File: src/rtl/click_pkg.sv
// Shared types and helpers for the click classifier.
package click_pkg;

  typedef enum logic [1:0] {
    ST_IDLE    = 2'd0,
    ST_COLLECT = 2'd1,
    ST_EMIT    = 2'd2
  } click_state_t;

  // Width needed to hold a press count of 0..max.
  function automatic int cnt_width(input int max);
    return $clog2(max + 1);
  endfunction

endpackage

File: src/rtl/click_window_timer.sv
// Gap timer between presses: counts 0..WINDOW_CYC-1 and holds at terminal count.
module click_window_timer #(
  parameter int WINDOW_CYC = 5,
  localparam int TMR_W = (WINDOW_CYC > 1) ? $clog2(WINDOW_CYC) : 1
) (
  input  logic clk,
  input  logic rst,
  input  logic clear,
  output logic expire
);

  localparam logic [TMR_W-1:0] TC = TMR_W'(WINDOW_CYC - 1);

  logic [TMR_W-1:0] timer_q;

  // Count up while not cleared, saturating at terminal count so it never wraps.
  always_ff @(posedge clk) begin
    if (rst || clear) begin
      timer_q <= '0;
    end else if (timer_q != TC) begin
      timer_q <= timer_q + TMR_W'(1);
    end
  end

  assign expire = (timer_q == TC);

endmodule

File: src/rtl/click_classifier.sv
// Groups debounced press pulses into gestures and reports the press count.
// Optional build macro: CLICK_IRQ_EN adds a sticky irq output with irq_clr.
//
// state      | meaning
// -----------+----------------------------------------------------
// ST_IDLE    | no gesture in progress
// ST_COLLECT | gesture open, waiting for next press or window timeout
// ST_EMIT    | one-cycle report of the finished gesture
module click_classifier
  import click_pkg::*;
#(
  parameter int CLK_HZ     = 125_000_000,
  parameter int WINDOW_MS  = 300,
  parameter int MAX_CLICKS = 3,
  localparam int WINDOW_CYC = (CLK_HZ / 1000) * WINDOW_MS,
  localparam int CNT_W      = cnt_width(MAX_CLICKS)
) (
  input  logic             clk,
  input  logic             rst,
  input  logic             press_pulse,
  output logic             click_valid,
  output logic [CNT_W-1:0] click_count,
  output logic             busy
`ifdef CLICK_IRQ_EN
  ,
  input  logic             irq_clr,
  output logic             irq
`endif
);

  localparam logic [CNT_W-1:0] CNT_MAX = CNT_W'(MAX_CLICKS);

  click_state_t     state_q, state_d;
  logic [CNT_W-1:0] cnt_q, cnt_d;
  logic [CNT_W-1:0] cnt_inc;
  logic             expire;
  logic             tmr_clear;

  // The window only runs while collecting; any press restarts it.
  assign tmr_clear = press_pulse || (state_q != ST_COLLECT);
  assign cnt_inc   = cnt_q + CNT_W'(1);

  click_window_timer #(.WINDOW_CYC(WINDOW_CYC)) u_timer (
    .clk    (clk),
    .rst    (rst),
    .clear  (tmr_clear),
    .expire (expire)
  );

  // Next-state and press-count decode; a press beats a coincident timeout.
  always_comb begin
    state_d = state_q;
    cnt_d   = cnt_q;
    case (state_q)
      ST_IDLE: begin
        if (press_pulse) begin
          state_d = ST_COLLECT;
          cnt_d   = CNT_W'(1);
        end
      end
      ST_COLLECT: begin
        if (press_pulse) begin
          cnt_d = cnt_inc;
          if (cnt_inc == CNT_MAX) state_d = ST_EMIT;
        end else if (expire) begin
          state_d = ST_EMIT;
        end
      end
      ST_EMIT: begin
        if (press_pulse) begin
          state_d = ST_COLLECT;
          cnt_d   = CNT_W'(1);
        end else begin
          state_d = ST_IDLE;
          cnt_d   = '0;
        end
      end
      default: begin
        state_d = ST_IDLE;
        cnt_d   = '0;
      end
    endcase
  end

  // State, counter and outputs registered from the next-state decode.
  always_ff @(posedge clk) begin
    if (rst) begin
      state_q     <= ST_IDLE;
      cnt_q       <= '0;
      click_valid <= 1'b0;
      click_count <= '0;
      busy        <= 1'b0;
    end else begin
      state_q     <= state_d;
      cnt_q       <= cnt_d;
      click_valid <= (state_d == ST_EMIT);
      click_count <= (state_d == ST_EMIT) ? cnt_d : '0;
      busy        <= (state_d != ST_IDLE);
    end
  end

`ifdef CLICK_IRQ_EN
  // Sticky interrupt; a new strobe takes priority over a clear.
  always_ff @(posedge clk) begin
    if (rst) begin
      irq <= 1'b0;
    end else if (click_valid) begin
      irq <= 1'b1;
    end else if (irq_clr) begin
      irq <= 1'b0;
    end
  end
`endif

endmodule
File: config.mk
export PLATFORM = sky130hd
export DESIGN_NAME = click_classifier
export DESIGN_NICKNAME = d
export VERILOG_FILES = /design/src/rtl/click_pkg.sv /design/src/rtl/click_window_timer.sv /design/src/rtl/click_classifier.sv
export SDC_FILE = /design/constraint.sdc
export NUM_CORES = 1
export LEC_CHECK = 0
export CELL_PAD_IN_SITES_DETAIL_PLACEMENT = 0
export CELL_PAD_IN_SITES_GLOBAL_PLACEMENT = 2
export CORE_UTILIZATION = 40
export CTS_BUF_LIST = sky130_fd_sc_hd__clkbuf_4
export DETAILED_ROUTE_END_ITERATION = 12
export PLACE_DENSITY = 0.86
export SETUP_SLACK_MARGIN = 0.2
export SYNTH_ARGS = -nofsm -noshare
export SYNTH_HDL_FRONTEND = slang
export SYNTH_HIERARCHICAL = 1
export SYNTH_SLANG_ARGS = --single-unit
File: constraint.sdc
create_clock -name clk -period 2.2 [get_ports clk]
set_input_delay 0.22 -clock clk [delete_from_list [all_inputs] [get_ports clk]]
set_output_delay 0.22 -clock clk [all_outputs]
set_load 0.01 [all_outputs]
==> results.ini <==
[status]
status=finished clean

[global_route]
antenna_found_initial=0
grt_pass1_vias=1300
grtUsageTotal_pct=17.8
grt_pass1_wl_microns=5750
grt_overflow_total=0
grt_max_degree=27

[route]
routed_wl_microns=3170
dr_total_vias=1236
drt_iter0_markers=70
route.detailed.drc=0
drt_first_pass_iters=4
viasPerCell=5.44
post_drt_wl_per_cell_microns=14.0
ant_nets=0

[synth]
ys_seq_elements=34
syn_inst=169
yosysWarningCount=6
async_reset_ff_share_pct=0
synth_area_sq_um=1620
syn-num-nets=175
syn_avg_cell_area_sq_um=9.57
synth_ff_type=dfxtp_1
yosysUniqueCellTypes=41
ys_seq_area_share_pct=42.1
synth_edf_count=0

[min_path]
min_from=state_q[1]
hold_path_depth=1
min_to=cnt_q[1]
hold_path_class=flop to flop

[clock_tree]
clockBufferDepth=2
cts_made_buffers=5
insertion_delay_ns=0.33
cts-htree-levels=2
cts.clk_slew.worst_paths_ns=0.10
cts_sinks=34
cts_root_buf=clkbuf_4
cts_tree=done

[worst_setup_path]
start_kind=flop
cp.required_ns=2.40
reg2reg_from=u_timer/timer_q[0]
critPathLaunch=u_timer/timer_q[0]
rrSetupSlack_ns=0.32
critical_path_class=flop to flop
regToRegEndpoint=u_timer/timer_q[3]
arrival_ns=2.08
crit_fanout=5
reg2regPathDepth=7
worst_setup_path_end_kind=flop

[die]
ios=7
row_count=22
die-area_sq_um=4300
chipHeight_microns=65.6
coreArea_sq_um=3770
start_util_pct=42.9
die_w_microns=65.6

[sta]
finClkSkew_ns=0.00485
finalSetupViolations=0
worstMarginPinSlew_ns=0.505
drv_slew=0
setup_tns_ns=0
rsz0062_at_grt=false
final-hold-violation-count=0
finalCriticalPeriod_ns=1.88
finalCritPeriodShare_pct=85.4
relSlewSlack_pct=66.1
hold_ws_ns=0.500
clock.fmax_mhz=532

[pwr]
p_leak_nw=0.645
ir_drop_mv=0.306
combPwrFrac_pct=4.6
powerDensity_nw_per_um2=555
p_int_uw=776
p_sw_share_pct=23.1
pwr-share-clk_pct=33.3
switching_power_uw=233
seqPwrFrac_pct=62.2

[layout]
layout_common_cells=dfxtp_1 (32), nor2_1 (28), xor2_1 (22), nand3_1 (9)
layout.nets=184
diodes=0
fin_cells=227
drive_gt1_share_pct=16.2
final_common_cell=dfxtp_1
syn_to_final_growth_pct=12.5
fin_area_sq_um=1820

[placement]
place_hpwl_microns=2220
dp_cells=219
port_buffers=6
gp_congestion=0.802
dpl_cell_area_sq_um=1730

[job]
drv_cap=0

metal layers:
metal	GRT usage, %	wire (microns)	part of all wire, %
met1	20.6	1470	46
met5	0	0	0
met4	8.42	42	1.3
met3	5.21	138	4.4
met2	29.9	1520	48
repair_timing:
action | 4_1_cts | 5_1_grt
hold buffers | 0 | 0
endpoints found under the hold margin | 0 | 0
setup endpoints to repair | 3 | 10
gates resized for setup | 3 | 5
buffers inserted | 0 | 0
metrics by stage:
stage | total power [mW] | setup WS (ns) | utilization (%)
finish | 1.01 | 0.321 | 48.2
detailed placement | 0.688 | 0.104 | 45.8
global placement | 0.684 | 0.244 | 45.8
global route | 1.06 | 0.174 | 48.2
CTS | 1.02 | 0.212 | 47.6
floorplan | 0.671 | 0.320 | -
final cells by class:
cell class / count / area, sq um
Clock buffer: 6 / 45.0
Fill cell: 354 / 1950
Sequential cell: 34 / 683
Inverter: 4 / 15.0
Tap cell: 48 / 60.1
Timing Repair Buffer: 8 / 75.1
Multi-Input combinational cell: 125 / 932
Clock inverter: 2 / 8.76
Yosys cell counts, types with 2 or more instances:
master,count,area (sq um)
dfxtp_1,34,681
nor2_1,28,105
xor2_1,22,193
nand3_1,9,45.0
nand2_1,8,30.0
nand4_1,8,50.1
and3_1,5,31.3
inv_1,4,15.0
buf_2,3,15.0
ha_1,3,37.5
nand2b_1,3,18.8
o21ai_0,3,15.0
a21oi_1,2,10.0
clkbuf_1,2,7.51
mux2i_1,2,20.0
nand4_4,2,42.5
nor2b_1,2,12.5
nor3_1,2,10.0
nor4_1,2,12.5
nor4_4,2,42.5
nor4b_2,2,30.0
xnor2_1,2,17.5
registers in the layout, indices dropped and copies added (netlist names):
signal,flops
cnt_q,2
busy,1
state_q,2
click_count,2
u_timer/timer_q,26
click_valid,1
logic make-up (layout without fill, tap and decap cells):
kind of cell    count (synthesis)  after routing  synth area share (%)
fa+ha+maj                       3              3                  2.32
simple gates                   85             85                  33.4
flops                          34             34                  42.1
mux                             3              3                  1.93
xor+xnor                       24             24                  13.0
buf+inv                        10             20                  2.55
compound gates                 10             10                  4.72
critical path: stages (launching register included):
cell and delay [ns]:
dfxtp_2 0.39, ha_2 0.24, nor4bb_4 0.33, nand4_2 0.17, buf_4 0.19, o21ai_0 0.23, xor2_1 0.16, nor2_1 0.05
how the worst max path moves through the flow:
stage / end / slack, ns / depth (start not counted)
after floorplan: click_count[1] / 0.32 / 6
after global placement: click_count[1] / 0.24 / 6
after detailed placement: click_count[1] / 0.10 / 6
after CTS: click_count[1] / 0.21 / 6
after global routing: click_count[1] / 0.17 / 6
final: u_timer/timer_q[3] / 0.32 / 7
power by group through the flow:
stage / combinational [mW] / clock [mW] / sequential, mW
global route: 0.0522 / 0.376 / 0.629
CTS: 0.0473 / 0.349 / 0.627
finish: 0.0463 / 0.335 / 0.627
floorplan: 0.0299 / 0 / 0.641
detailed placement: 0.0466 / 0 / 0.641
global placement: 0.0436 / 0 / 0.641
(Power assumes the default switching activity.)
